[src/rtl/bcdr_drp_arbiter.sv]
// DRP arbiter merging the quick-lock controller (port A) and a user/debug master
// (port B) onto one GTH DRP port, with a ready-timeout watchdog on the handshake.
module bcdr_drp_arbiter #(
  parameter int unsigned TIMEOUT_CYCLES = 255,
  parameter bit          PRIO_A         = 1'b0,
  parameter logic [15:0] TIMEOUT_DATA   = 16'hFFFF
) (
  input  logic        drpClk,
  input  logic        resetN,
  input  logic [9:0]  aAddr,
  input  logic [15:0] aDin,
  input  logic        aEn,
  input  logic        aWe,
  output logic [15:0] aDout,
  output logic        aRdy,
  input  logic [9:0]  bAddr,
  input  logic [15:0] bDin,
  input  logic        bEn,
  input  logic        bWe,
  output logic [15:0] bDout,
  output logic        bRdy,
  output logic [9:0]  gtAddr,
  output logic [15:0] gtDin,
  output logic        gtEn,
  output logic        gtWe,
  input  logic [15:0] gtDout,
  input  logic        gtRdy,
  output logic        busy,
  output logic        timeoutErr,
  output logic        protoErr,
  output logic [7:0]  timeoutCnt
);

  typedef enum logic [1:0] {IDLE, ISSUE, WAIT} state_t;

  localparam logic [15:0] WD_INIT = 16'(TIMEOUT_CYCLES);

  state_t      state;
  logic        pendA, pendB;
  logic [9:0]  reqAddrA, reqAddrB;
  logic [15:0] reqDinA, reqDinB;
  logic        reqWeA, reqWeB;
  logic        grantB, lastGrantB;
  logic [15:0] wdog;
  logic        pickB;
  logic [15:0] rspData;

  always_comb begin
    pickB = pendB;
    if (pendA && pendB) pickB = PRIO_A ? 1'b0 : ~lastGrantB;
  end

  assign rspData = gtRdy ? gtDout : TIMEOUT_DATA;
  assign busy    = (state != IDLE);

  always_ff @(posedge drpClk or negedge resetN) begin
    if (!resetN) begin
      state      <= IDLE;
      pendA      <= 1'b0;
      pendB      <= 1'b0;
      reqAddrA   <= '0;
      reqAddrB   <= '0;
      reqDinA    <= '0;
      reqDinB    <= '0;
      reqWeA     <= 1'b0;
      reqWeB     <= 1'b0;
      grantB     <= 1'b0;
      lastGrantB <= 1'b1;
      wdog       <= '0;
      gtAddr     <= '0;
      gtDin      <= '0;
      gtEn       <= 1'b0;
      gtWe       <= 1'b0;
      aDout      <= '0;
      bDout      <= '0;
      aRdy       <= 1'b0;
      bRdy       <= 1'b0;
      timeoutErr <= 1'b0;
      protoErr   <= 1'b0;
      timeoutCnt <= '0;
    end else begin
      gtEn <= 1'b0;
      gtWe <= 1'b0;
      aRdy <= 1'b0;
      bRdy <= 1'b0;

      // A strobe while that port is still pending is dropped; the stored request survives.
      if (aEn) begin
        if (pendA) protoErr <= 1'b1;
        else begin
          pendA    <= 1'b1;
          reqAddrA <= aAddr;
          reqDinA  <= aDin;
          reqWeA   <= aWe;
        end
      end
      if (bEn) begin
        if (pendB) protoErr <= 1'b1;
        else begin
          pendB    <= 1'b1;
          reqAddrB <= bAddr;
          reqDinB  <= bDin;
          reqWeB   <= bWe;
        end
      end
      if (gtRdy && state != WAIT) protoErr <= 1'b1;

      case (state)
        IDLE: begin
          if (pendA || pendB) begin
            // DRP strobe is registered on entry so it is high exactly while in ISSUE.
            grantB     <= pickB;
            lastGrantB <= pickB;
            gtEn       <= 1'b1;
            gtWe       <= pickB ? reqWeB   : reqWeA;
            gtAddr     <= pickB ? reqAddrB : reqAddrA;
            gtDin      <= pickB ? reqDinB  : reqDinA;
            state      <= ISSUE;
          end
        end
        ISSUE: begin
          wdog  <= WD_INIT;
          state <= WAIT;
        end
        WAIT: begin
          // Ready on the final watchdog cycle still wins over the abort.
          if (gtRdy || wdog == 16'd1) begin
            if (grantB) begin
              bDout <= rspData;
              bRdy  <= 1'b1;
              pendB <= 1'b0;
            end else begin
              aDout <= rspData;
              aRdy  <= 1'b1;
              pendA <= 1'b0;
            end
            if (!gtRdy) begin
              timeoutErr <= 1'b1;
              if (timeoutCnt != 8'hFF) timeoutCnt <= timeoutCnt + 8'd1;
            end
            state <= IDLE;
          end else begin
            wdog <= wdog - 16'd1;
          end
        end
        default: state <= IDLE;
      endcase
    end
  end

endmodule

[config.mk]
export PLATFORM = sky130hd
export DESIGN_NAME = bcdr_drp_arbiter
export DESIGN_NICKNAME = d
export VERILOG_FILES = /design/src/rtl/bcdr_drp_arbiter.sv
export SDC_FILE = /design/constraint.sdc
export NUM_CORES = 1
export LEC_CHECK = 0
export ABC_AREA = 1
export BUFFER_PORTS_ARGS = -buffer_cell sky130_fd_sc_hd__buf_2
export CORE_AREA = 4 4 126 128
export CTS_BUF_LIST = sky130_fd_sc_hd__clkbuf_8
export CTS_CLUSTER_SIZE = 28
export DETAILED_ROUTE_END_ITERATION = 16
export DIE_AREA = 0 0 130 132
export GPL_ROUTABILITY_DRIVEN = 0
export PLACE_DENSITY = 0.74
export SYNTH_ARGS = -nofsm -noshare
export SYNTH_HDL_FRONTEND = slang
export SYNTH_SLANG_ARGS = --single-unit
[constraint.sdc]
create_clock -name drpClk -period 3.8 [get_ports drpClk]
set_input_delay 0.76 -clock drpClk [delete_from_list [all_inputs] [get_ports drpClk]]
set_output_delay 0.76 -clock drpClk [all_outputs]
set_load 0.02 [all_outputs]
==> summary by stage <==
Clock network
The root cell of the clock tree is clkbuf_8. The clock tree from TritonCTS is yes. Once the clock tree was built, the resizer swapped 0 gates to a different size. The clock transition at the register clock pins on the worst setup and hold paths after CTS is 80 ps. The insertion delay of the later-clocked pin in the worst-skew pair is 450 ps. Clock tree synthesis inserted a total of 17 buffers. The clock passes through at most 2 buffers. Once the clock tree was built, the setup fixing pass inserted 0 buffers.

The maximum level of the CTS H-tree is 4. The count of clock tree sinks is 148. Buffers inserted to repair hold after CTS numbered 0.

Global routing
The number of global-route vias before repair is 5,188. The aggregate global-route resource usage is 0.187. The global route total overflow is 0. The global-route wire length before repair is 25.6 mm. The number of antenna violations at the first check in global routing is 2. Entering global routing, the biggest net connects 88 pins.

Place
The number of cells in the design after placement is 986. The HPWL after detailed placement is 10.6 mm. The count of buffers from port buffering is 147. The placed instances occupy a cell area of 7450 µm².

Timing
The tightest hold margin is 327 ps. Of the available clock period, the critical path in the final layout requires 0.644. Setup repair after global routing left no endpoint under its margin. For this run, the top clock speed supported by timing is 408 MHz.

The number of slew-limit violations in the final report is 0. The final setup violation count is 0. The minimum clock period is 2450 ps. The slew at the pin with the worst max-slew slack is 955 ps. The number of failing hold endpoints at the final stage is 0. The post-route setup TNS is 0 ps. The maximum clock skew at final layout is 10.6 ps.

Headroom to the max-slew limit came out at 0.359.

Drt
The number of iterations in the first detailed-routing pass is 4. The number of remaining DRC errors is 0. The routed wirelength normalized by instance count is 15.1 µm. The via count normalized by instance count is 5.05. After the first detailed-routing iteration, the DRC count stood at 300. Once detail routing completed, the nets flagged for antenna violations numbered 0. Summed over all layers, the routed wires come to 15.4 mm. The vias after detailed routing is 5,141.

Yosys
The predominant post-synthesis flop cell is dfrtp_1. Synthesis produced 672 cells. In the post-synthesis netlist, the cell with the most instances is nand2_1. Counting every net in the synthesized netlist gives 750. Of the synthesized area, sequential elements account for 0.565. A synthesized cell averages 9.77 µm². The library cell with the largest summed area after synthesis is dfrtp_1. The async set or reset register ratio after synthesis is 1.00. In this run, synthesis inferred 0 flip-flops with an integrated enable. The post-synthesis sequential element count is 148. Ranked by instance count, the synthesized netlist is headed by 193 x nand2_1, 147 x dfrtp_1, 58 x nor2_1.

The fraction of post-synthesis cell area in the top cell type by area is 0.561. The combined area of all synthesized cells is 6560 µm². Yosys printed 0 warnings.

The synthesized netlist contains 33 unique library cells. After synthesis, the cell types taking the most area are dfrtp_1 56%, nand2_1 11%, mux2_2 9.3%.

Min path
The path class of the lowest-slack min-delay path is in -> async.

Power and ir drop
After layout, the design draws a total of 6.54 mW. The worst-case IR drop observed on VDD is 441 µV. For this design the static power due to leakage is 3.92 nW. Power spread over the standard cell area amounts to 834 nW/µm².

Floorplan
The die extent in x is 130 µm. The floorplan step defined a core boundary enclosing 14,900 µm². The floorplan step defined a die boundary enclosing 17,200 µm².

The vertical die dimension is 132 µm. The starting density of the core is 0.441. The number of core rows is 45.

In this run the count of I/O pins placed on the die edge is 148.

Critical path
The number of buffers and inverters on the critical path is 2. The startpoint class of the critical path is a flop. The signal on the critical path passes through nand2_1 > nand2_1 > buf_4 > clkinv_1 > o21ai_0 > nor2_1. The most critical setup path has its startpoint at lastGrantB. On the critical path, the stage with the largest delay is an instance of clkinv_1. In this design, the stage delay of the slowest critical-path cell is 840 ps. For the worst setup path, the data arrival time is 2780 ps. The endpoint required time on the critical path is 4130 ps. For flop-to-flop paths, the worst setup slack is 1350 ps. The critical path endpoint category is a flop. The worst reg2reg path startpoint is lastGrantB. The largest delay contributor family on the critical path is buffers and inverters.

By instance count, the cell type seen most on the critical path is nand2_1. The kind of critical path is reg -> reg. The critical-path maximum fanout is 28.

Cells and area
The design area is 7840 µm². Of the cells placed in the final design, the portion with a size suffix greater than 1 is 0.327. The net total in the final layout is 895. The synthesis-to-finish area growth is 19.4%. Once layout is complete, the cells apart from fillers number 1,019. Counting the fill cells in the layout gives 1,397.

Run status
The run finished with clean final reports.

Flow run
The max-cap check violation count is 0.
-- registers in the layout, indices dropped and copies added (netlist names), 2 cells and up --
register and cells:
gtDin 16, timeoutCnt 8, wdog 16, state 2, reqDinB 16, reqDinA 16
reqAddrA 10, bDout 16, gtAddr 10, aDout 16, reqAddrB 10
-- worst paths after layout --
path	depth (start not counted)	to
worst max-delay path	6	gtWe
worst min-delay path	1	reqDinA[2]
worst max register to register	6	gtWe
worst min register to register	2	aDout[5]
max in group asynchronous	2	reqAddrA[5]
min in group drpClk	2	aDout[5]
-- metrics by stage --
step	worst slack, ps	utilization
5_1_grt	1130	0.527
2_1_floorplan	2120	-
4_1_cts	1350	0.527
6_report	1350	0.527
3_5_place_dp	1330	0.501
3_3_place_gp	1340	0.501
-- kinds of logic (layout without fill, tap and decap cells) --
logic type | count (synthesis) | in the layout | synth area share
AO/OA/AOI/OAI | 55 | 55 | 0.0494
XOR/XNOR | 10 | 10 | 0.0133
adder cells (fa/ha/maj) | 3 | 3 | 0.00572
buffers and inverters | 63 | 220 | 0.0448
flip-flops | 148 | 148 | 0.565
multiplexers | 54 | 54 | 0.0927
other | 0 | 2 | 0
AND/OR/NAND/NOR | 339 | 339 | 0.230
-- report_power, final --
| group | switching, mW | internal [mW] |
|---|---|---|
| combinational | 1.67 | 0.972 |
| sequential | 0.412 | 2.28 |
| clock | 0.602 | 0.594 |
| total | 2.69 | 3.85 |
-- cell usage in the layout, fill, tap and decap left out, types with 5 or more instances in the layout --
cell / Yosys / layout
or2_2: 16 / 16
nand3_1: 22 / 22
nor2_1: 58 / 58
buf_2: 13 / 146
clkbuf_8: 0 / 18
inv_1: 30 / 31
nand2_1: 193 / 193
o21ai_0: 18 / 18
buf_4: 3 / 9
a31oi_1: 26 / 26
nor3_1: 5 / 5
dfrtp_1: 147 / 147
nand4_1: 33 / 33
mux2_2: 54 / 54
xor2_1: 7 / 7
-- final cells by class --
class	instances	area [µm²]	share of cell area
sequential	148	3700	0.473
multi-input combinational	461	2570	0.329
timing repair buffer	156	810	0.103
clock buffer	18	248	0.0316
tap	188	235	0.0300
clock inverter	13	135	0.0172
inverter	33	124	0.0158
antenna	2	5.00	0.000639
-- metal layers --
metal,vias to the layer above,global-route usage,share of wire
met4,2,0.0543,0.015
met5,-,0,0.00085
met3,23,0.0701,0.076
met1,2458,0.236,0.43
li1,2523,-,-
met2,135,0.301,0.48
Power figures use the tool's default switching activity.
